==> config.mk <==
export PLATFORM = sky130hd
export DESIGN_NAME = pipeline_regs
export DESIGN_NICKNAME = d
export VERILOG_FILES = /design/src/rtl/pipeline_pkg.sv /design/src/rtl/pipe_stage_reg.sv /design/src/rtl/pipeline_regs.sv
export SDC_FILE = /design/constraint.sdc
export NUM_CORES = 1
export LEC_CHECK = 0
export ABC_AREA = 1
export CORE_AREA = 4 4 342 344
export DETAILED_ROUTE_END_ITERATION = 16
export DIE_AREA = 0 0 346 348
export HOLD_SLACK_MARGIN = 0.02
export PLACE_DENSITY = 0.38
export SLEW_MARGIN = 20
export SYNTH_ARGS = -nofsm -noshare
export SYNTH_HDL_FRONTEND = slang
export SYNTH_SLANG_ARGS = --single-unit
==> constraint.sdc <==
create_clock -name clock -period 2.1 [get_ports clock]
set_clock_uncertainty 0.15 [all_clocks]
set_input_delay 0.63 -clock clock [delete_from_list [all_inputs] [get_ports clock]]
set_output_delay 0.63 -clock clock [all_outputs]
set_load 0.02 [all_outputs]
==> src/rtl/pipeline_pkg.sv <==
// Shared constants for the pipeline controller and the inter-stage register bank.
package pipeline_pkg;
  localparam int IFID  = 0;
  localparam int IDEX  = 1;
  localparam int EXMEM = 2;
  localparam int MEMWB = 3;

  localparam logic [3:0] LOCK_ALL   = 4'b1111;
  localparam logic [3:0] CLEAR_NONE = 4'b0000;
endpackage

==> src/rtl/pipe_stage_reg.sv <==
// One inter-stage register with its valid bit.
// Update priority: clear, hold, bubble, load.
module pipe_stage_reg #(
  parameter int W = 8
) (
  input  logic         clock,
  input  logic         reset_n,
  input  logic         clear,
  input  logic         lock,
  input  logic         up_lock,   // lock of the upstream register; tie high for IF/ID
  input  logic         up_valid,
  input  logic [W-1:0] d,
  output logic [W-1:0] q,
  output logic         v
);

  // Payload and valid update.
  // A bubble is inserted when upstream holds, so its content is not duplicated.
  always_ff @(posedge clock or negedge reset_n) begin
    if (!reset_n) begin
      q <= '0;
      v <= 1'b0;
    end else if (clear) begin
      q <= '0;
      v <= 1'b0;
    end else if (!lock) begin
      q <= q;
      v <= v;
    end else if (!up_lock) begin
      q <= '0;
      v <= 1'b0;
    end else begin
      q <= d;
      v <= up_valid;
    end
  end

endmodule

==> src/rtl/pipeline_regs.sv <==
// IF/ID, ID/EX, EX/MEM and MEM/WB register bank with statistics and an overrun check.
module pipeline_regs
  import pipeline_pkg::*;
#(
  parameter int W0    = 64,
  parameter int W1    = 160,
  parameter int W2    = 112,
  parameter int W3    = 72,
  parameter int CNT_W = 16
) (
  input  logic             clock,
  input  logic             reset_n,
  input  logic [3:0]       pipeline_lock,
  input  logic [3:0]       pipeline_clear,
  input  logic             if_valid,
  input  logic [W0-1:0]    d0,
  input  logic [W1-1:0]    d1,
  input  logic [W2-1:0]    d2,
  input  logic [W3-1:0]    d3,
  output logic [W0-1:0]    q0,
  output logic [W1-1:0]    q1,
  output logic [W2-1:0]    q2,
  output logic [W3-1:0]    q3,
  output logic             v0,
  output logic             v1,
  output logic             v2,
  output logic             v3,
  output logic [CNT_W-1:0] stall_cnt,
  output logic [CNT_W-1:0] flush_cnt,
  output logic [CNT_W-1:0] retire_cnt,
  output logic             overrun_err
);

  logic [3:0] v;
  logic [3:0] up_valid;
  logic [3:0] up_lock;
  logic       overrun_hit;

  assign v        = {v3, v2, v1, v0};
  assign up_valid = {v[2:0], if_valid};
  assign up_lock  = {pipeline_lock[2:0], 1'b1};

  pipe_stage_reg #(.W(W0)) u_ifid (
    .clock(clock), .reset_n(reset_n),
    .clear(pipeline_clear[IFID]), .lock(pipeline_lock[IFID]),
    .up_lock(up_lock[IFID]), .up_valid(up_valid[IFID]),
    .d(d0), .q(q0), .v(v0)
  );

  pipe_stage_reg #(.W(W1)) u_idex (
    .clock(clock), .reset_n(reset_n),
    .clear(pipeline_clear[IDEX]), .lock(pipeline_lock[IDEX]),
    .up_lock(up_lock[IDEX]), .up_valid(up_valid[IDEX]),
    .d(d1), .q(q1), .v(v1)
  );

  pipe_stage_reg #(.W(W2)) u_exmem (
    .clock(clock), .reset_n(reset_n),
    .clear(pipeline_clear[EXMEM]), .lock(pipeline_lock[EXMEM]),
    .up_lock(up_lock[EXMEM]), .up_valid(up_valid[EXMEM]),
    .d(d2), .q(q2), .v(v2)
  );

  pipe_stage_reg #(.W(W3)) u_memwb (
    .clock(clock), .reset_n(reset_n),
    .clear(pipeline_clear[MEMWB]), .lock(pipeline_lock[MEMWB]),
    .up_lock(up_lock[MEMWB]), .up_valid(up_valid[MEMWB]),
    .d(d3), .q(q3), .v(v3)
  );

  // A valid upstream register that advances into a held register is lost.
  always_comb begin
    overrun_hit = 1'b0;
    for (int i = 1; i < 4; i++) begin
      if (!pipeline_lock[i] && pipeline_lock[i-1] && !pipeline_clear[i-1] && v[i-1])
        overrun_hit = 1'b1;
    end
  end

  // Sticky overrun flag; only reset clears it.
  always_ff @(posedge clock or negedge reset_n) begin
    if (!reset_n)         overrun_err <= 1'b0;
    else if (overrun_hit) overrun_err <= 1'b1;
  end

  // Saturating statistics counters.
  always_ff @(posedge clock or negedge reset_n) begin
    if (!reset_n) begin
      stall_cnt  <= '0;
      flush_cnt  <= '0;
      retire_cnt <= '0;
    end else begin
      if (pipeline_lock != LOCK_ALL && stall_cnt != '1)
        stall_cnt <= stall_cnt + 1'b1;
      if (pipeline_clear != CLEAR_NONE && flush_cnt != '1)
        flush_cnt <= flush_cnt + 1'b1;
      if (v3 && (pipeline_lock[MEMWB] || pipeline_clear[MEMWB]) && retire_cnt != '1)
        retire_cnt <= retire_cnt + 1'b1;
    end
  end

endmodule

==> results of run 1 <==
-- logic make-up (layout without fill, tap and decap cells) --
kind of cell	Yosys count	in the layout	share of synthesized area (%)
other	0	11	0
AND/OR/NAND/NOR	956	956	21.4
adder cells (fa/ha/maj)	3	3	0.191
AO/OA/AOI/OAI	435	435	11.2
XOR/XNOR	17	17	0.759
buffers and inverters	373	1365	7.62
flip-flops	461	461	58.8
-- routing by layer --
metal	vias up	GRT usage [%]	routed length [um]
met4	10	4.88	2610
met3	125	4.72	6970
met5	-	0	69
met1	9081	18.5	39500
met2	562	27.1	48600
li1	9225	-	-
-- metrics by stage --
stage / TNS, ns / setup WS (ns)
after CTS: -0.0510 / -0.0280
after global placement: -78.31 / -0.522
after global routing: -0.0178 / -0.0178
after detailed placement: -83.86 / -0.528
final: 0 / 0.0410
after floorplan: 0 / 0.337
-- cell usage after synthesis, types with 13 or more instances --
| master | instances |
|---|---|
| buf_1 | 18 |
| o21ai_1 | 42 |
| inv_1 | 213 |
| o21ai_0 | 384 |
| nand2_1 | 509 |
| buf_2 | 24 |
| clkbuf_1 | 104 |
| dfrtp_1 | 461 |
| nand3_1 | 356 |
| nand4_1 | 16 |
| nor2_1 | 44 |
| xnor2_1 | 13 |
-- repair_timing --
item                                    CTS  global route
hold buffers                              1             0
gates cloned                              0             0
gates resized for setup                2056             2
buffers inserted                         20             0
endpoints found under the hold margin    81             0
setup endpoints to repair               459            21
-- worst max path at each step --
stage                      from             to  slack [ns]
2_1_floorplan      flush_cnt[0]   flush_cnt[5]        0.34
3_3_place_gp   pipeline_lock[1]   stall_cnt[1]       -0.52
3_5_place_dp   pipeline_lock[1]  stall_cnt[14]       -0.53
4_1_cts           u_exmem.q[19]         q2[19]       -0.03
5_1_grt           u_exmem.q[19]         q2[19]       -0.02
6_report          u_exmem.q[19]         q2[19]        0.04
-- power breakdown --
part	total, mW	switching [mW]	internal, mW
registers	9.74	0.333	9.41
logic	4.68	2.69	1.99
clock network	10.7	4.32	6.37
total	25.1	7.35	17.8
-- cell usage in the layout (no fill, tap or decap), types with 6 or more instances in the layout --
cell	count
buf_12	38
o21ai_1	42
nand3_1	356
nor2_2	6
diode_2	11
nand2_1	508
buf_6	11
clkdlybuf4s50_1	415
nand3b_1	6
nor2_1	44
xnor2_1	13
dfrtp_1	447
buf_2	430
o21ai_0	384
clkbuf_1	12
clkbuf_16	61
buf_4	143
nand4_1	16
dfrtp_2	14
inv_1	211
clkinv_2	14
clkbuf_8	13
-- area by class of cell --
cell class / instances / area [um^2] / share of cell area, %
Antenna cell: 11 / 27.5 / 0.0882
Clock buffer: 86 / 1750 / 5.61
Clock inverter: 22 / 258 / 0.826
Inverter: 218 / 831 / 2.66
Multi-Input combinational cell: 1411 / 6610 / 21.2
Sequential cell: 461 / 11600 / 37.0
Tap cell: 1512 / 1890 / 6.06
Timing Repair Buffer: 1039 / 8290 / 26.6
-- state kept, by name, indices dropped and copies added (netlist names), 16 cells and up --
name / cells
u_exmem.q: 112
retire_cnt: 16
flush_cnt: 16
u_ifid.q: 64
u_idex.q: 160
stall_cnt: 16
u_memwb.q: 72
-- worst reg2reg max path, stage by stage, from the launching register on --
cell	delay, ns
dfrtp_1	0.38
buf_4	0.13
ha_1	0.22
nand3_1	0.13
buf_4	0.16
nor2_1	0.16
nand3_1	0.09
nor2_1	0.15
nand2_1	0.08
nand2_1	0.06
nand2_1	0.04
==> summary.txt, run 1 <==
Clock tree
  • CTS Sinks: around 460
  • H-tree depth: 2
  • CTS Buffer Depth: 3
  • CTS buffer count: 60
  • Clock transition at path regs: 0.06 ns
  • CTS tree: built
  • CTS root buffer: clkbuf_16
  • Later-pin clock latency in the skew report: 0.64 ns

Timing
  • Hold_ws: roughly 0.28 ns
  • RSZ-0062 raised after global routing: true
  • Min Clock Period, post-route: around 2.1 ns
  • # setup viols final: 0
  • Final hold vios: 0
  • Fin crit share: between 90% and 100%
  • Slew at the pin closest to its max-slew limit: around 0.59 ns
  • Final slew viol count: 0
  • Max transition margin: between 60% and 70%
  • Highest Clock Rate: roughly 490 MHz

Critical path
  • FF-to-FF End: flush_cnt[14]
  • Crit path cell chain: buf_6
  • Worst setup path category: flip-flop to primary output
  • Crit-path max FO: 2
  • Reg2Reg Setup Slack: 0.24 ns
  • CP peak stage delay: 0.47 ns
  • CP Depth: 1
  • Worst EP required: 1.32 ns
  • Critical path capture point type: primary output
  • CP Launch Type: flip-flop
  • Worst r2r src: flush_cnt[1]
  • CP delay by family, top: flip-flops
  • WP data arrival: 1.28 ns
  • Max stage delay cell, worst path: dfrtp_2
  • Buf+Inv Stages, Crit Path: 1
  • R2R cell count: 10

Pwr
  • Leak pwr: between 10 and 15 nW
  • VDD IR max: approximately 0.00065 V
  • Total Power: between 20 and 30 mW
  • Power per cell area: about 800 nW/um^2

Detailed routing
  • Initial drt markers: about 1000
  • DR vias: 19000
  • Avg WL per Cell: between 20 and 25 um
  • Remaining routing DRC violations: 0
  • Detail Route Antenna Nets: 0
  • Drt first pass iters: 5
  • Vias/cell: between 3 and 4
  • Post-Route WL: a little under 100000 um

Finish
  • Final Cell Area: 31200 um^2
  • Util after Layout: 27.4%
  • Non-filler cells, final: around 4800
  • Fillers: between 10000 and 15000
  • Area Overhead vs Synth: 59.2%
  • Layout cells sized above 1: around a quarter
  • Layout Nets: 3613

Synth
  • Synth Flop Type: dfrtp_1
  • Post-synth top area share: 58.8%
  • Cells after Synth: approximately 2200
  • Yosys cell types: 32
  • Post-synth ARST share: 100%
  • Area contributors post-synth: dfrtp_1 (59%), o21ai_0 (9.8%), nand2_1 (9.7%)
  • Yosys warnings: 0
  • Leading area contributor after synthesis: dfrtp_1
  • Register area share after synthesis: between 50% and 60%
  • Synth Cell Area: about 20000 um^2
  • EDFF count, synth: 0
  • Mean cell area of the mapped netlist: between 8 and 9 um^2
  • #FFs+latches synth: around 460
  • Synthesized Nets: 2667

Placed design
  • Placed inst area: roughly 31000 um^2
  • Routability Congestion: 0.811
  • Port Buf Inserts: about 880
  • HPWL Detailed: approximately 74000 um
  • Placed Cells: ~4600

Floorplan
  • Core box area: around 110000 um^2
  • Die height: 348 um
  • Row Count: about 120
  • Num ports: around 900
  • Die Width: between 300 and 400 um
  • Initial Util: between 15 and 20%
  • Die area: between 100000 and 150000 um^2

Run status
  • Outcome: finished, final reports clean

Hold path
  • Hold path depth: 3
  • Hold path endpoint: u_exmem.v
  • Hold WC Path Type: primary input to flip-flop
  • Min-delay src: pipeline_lock[2]

Global routing
  • Global-route wire length before repair: 142000 um
  • Grt total ovfl: 0
  • Pin count of the biggest net entering global routing: 86
  • Antenna violations before repair: 17
  • All-Layer GR Usage: between 15 and 20%
  • Via count of the first global-routing pass: between 15000 and 20000

Run
  • Max-cap check violation count: 0
No activity file was read; power rests on OpenSTA's default activity.
==> inputs of run 2 (changes only) <==
Settings changed: CTS_CLUSTER_DIAMETER set to 40.
==> summary.txt, run 2 (synthesis gave the netlist of run 1 again) <==
Timing
  • Min Clock Period, post-route: around 2.1 ns
  • Fin crit share: 100%
  • Highest Clock Rate: around 480 MHz
  • Final hold vios: 0
  • Slew at the pin closest to its max-slew limit: between 0.5 and 0.6 ns
  • Final slew viol count: 0
  • Setup ws final: -0.00227 ns
  • Max transition margin: between 60% and 70%
  • Hold_ws: between 0.2 and 0.3 ns
  • # setup viols final: 1
  • RSZ-0062 raised after global routing: true

Finish
  • Layout Nets: around 3700
  • Max reg flops: 160
  • Most common cell after layout, fill and taps aside: nand2_1
  • Area Overhead vs Synth: 71.3%
  • Top Registers: u_idex.q x160, u_exmem.q x112, u_memwb.q x72
  • Final Cell Area: about 34000 um^2
  • Layout cells sized above 1: approximately a quarter
  • Most frequent cells in the layout: nand2_1 (508), dfrtp_1 (444), clkdlybuf4s50_1 (415)
  • Most flops, register: u_idex.q
  • Fillers: roughly 12000

Critical path
  • R2R cell count: 10
  • CP delay by family, top: flip-flops
  • Critical path capture point type: primary output
  • Worst EP required: between 1 and 1.5 ns
  • CP Depth: 1
  • Crit-path max FO: 2
  • WP data arrival: between 1 and 1.5 ns
  • CP peak stage delay: about 0.47 ns
  • Crit path cell chain: buf_6
  • Max stage delay cell, worst path: dfrtp_2
  • Buf+Inv Stages, Crit Path: 1
  • Worst setup path category: flip-flop to primary output
  • CP Launch Type: flip-flop

Clock tree
  • CTS Buffer Depth: 3
  • CTS Sinks: ~460
  • CTS buffer count: 104
  • CTS tree: built
  • H-tree depth: 3
  • Clock transition at path regs: 0.05 ns
  • CTS root buffer: clkbuf_16
  • Later-pin clock latency in the skew report: 0.67 ns

Placed design
  • Port Buf Inserts: slightly below 900
  • Placed inst area: roughly 31000 um^2
  • Routability Congestion: approximately 0.81
  • HPWL Detailed: 74000 um
  • Worst slack, placed: -0.528 ns

Pwr
  • Sw power: approximately 8.8 mW
  • Sw Share: 27.1%
  • VDD IR max: 0.000651 V
  • Power per cell area: around 960 nW/um^2
  • Leak pwr: approximately 16 nW
  • Internal power: 23.6 mW
  • Clock power frac: a little over half
  • Comb power frac: 14.9%
  • Flop pwr share: 30.3%

Detailed routing
  • Post-Route WL: 98300 um
  • Drt first pass iters: 5
  • Avg WL per Cell: between 20 and 25 um
  • Detail Route Antenna Nets: 0
  • Vias/cell: roughly 4
  • Initial drt markers: roughly 1000
  • DR vias: ~19000
  • Remaining routing DRC violations: 0

Floorplan
  • Row Count: about 120
  • Die Width: around 350 um
  • Core box area: between 100000 and 150000 um^2
  • Die area: between 100000 and 150000 um^2
  • Initial Util: around 17%
  • Die height: between 300 and 400 um
  • Num ports: between 800 and 900

Hold path
  • Hold WC Path Type: primary input to flip-flop
  • Hold path depth: 3

Run
  • Max-cap check violation count: 0

Global routing
  • Grt total ovfl: 0
  • Antenna violations before repair: 12
  • Pin count of the biggest net entering global routing: 86
  • Via count of the first global-routing pass: slightly above 20000
  • All-Layer GR Usage: 15.8%
  • Global-route wire length before repair: 143000 um

Run status
  • Failing checks: negative setup slack
  • Outcome: finished with violations
[run 2: cell count changes in the layout (fill, tap and decap cells not counted), moves of 8 or more]
cell	delta
buf_4	+20
clkbuf_16	+44
clkbuf_1	-8
buf_6	+69
clkinvlp_4	+22
buf_2	-79
bufinv_16	+12
clkbuf_8	+8
[run 2: per-stage QoR]
step | power, mW | cells | util (%) | setup TNS (ns)
finish | 32.3 | 4855 | 29.5 | -0.00227
global route | 33.8 | 4850 | 29.5 | -0.146
CTS | 33.0 | 4845 | 29.5 | -0.514
detailed placement | 15.0 | 4620 | 27.4 | -83.86
global placement | 15.0 | 4620 | 27.4 | -78.31
floorplan | 11.7 | 2245 | - | 0
[run 2: power groups by stage]
stage / Sequential [mW] / Clock [mW] / Combinational [mW]
global route: 9.85 / 18.7 / 5.25
global placement: 9.96 / 0 / 5.05
CTS: 9.79 / 18.3 / 4.94
detailed placement: 9.97 / 0 / 5.02
floorplan: 10.6 / 0 / 1.16
finish: 9.79 / 17.7 / 4.83
[run 2: final timing paths]
| kind | from | to | slack [ns] |
|---|---|---|---|
| max reg2reg | flush_cnt[0] | flush_cnt[14] | 0.24 |
| min | pipeline_lock[2] | u_exmem.v | 0.26 |
| min reg2reg | u_memwb.q[34] | u_memwb.q[34] | 0.32 |
| min in group asynchronous | reset_n | u_idex.q[56] | 0.28 |
| max in group asynchronous | reset_n | u_idex.q[77] | 0.68 |
| max | u_exmem.q[19] | q2[19] | -0.002 |
[run 2: what timing repair did]
action | 4_1_cts | 5_1_grt
setup buffers | 28 | 2
endpoints found under the hold margin | 153 | 0
setup endpoints to repair | 460 | 29
gates resized for setup | 2204 | 5
hold buffers | 1 | 0
gates cloned | 0 | 0
[run 2: final cells by class]
class                           count  area [um^2]  area share (%)
Sequential cell                   461        11600            34.4
Timing Repair Buffer             1049         8820            26.3
Multi-Input combinational cell   1411         6610            19.7
Clock buffer                      130         2930            8.73
Tap cell                         1512         1890            5.63
Clock inverter                     66          932            2.77
Inverter                          218          831            2.47
Antenna cell                        8         20.0          0.0596
[run 2: layer usage]
metal | track usage (%) | share of wire, % | up-vias
met5 | 0 | 0.061 | -
met4 | 3.87 | 1.9 | 8
met3 | 5.22 | 7.2 | 124
met2 | 27.6 | 50 | 573
met1 | 18.6 | 41 | 9310
li1 | - | - | 9371
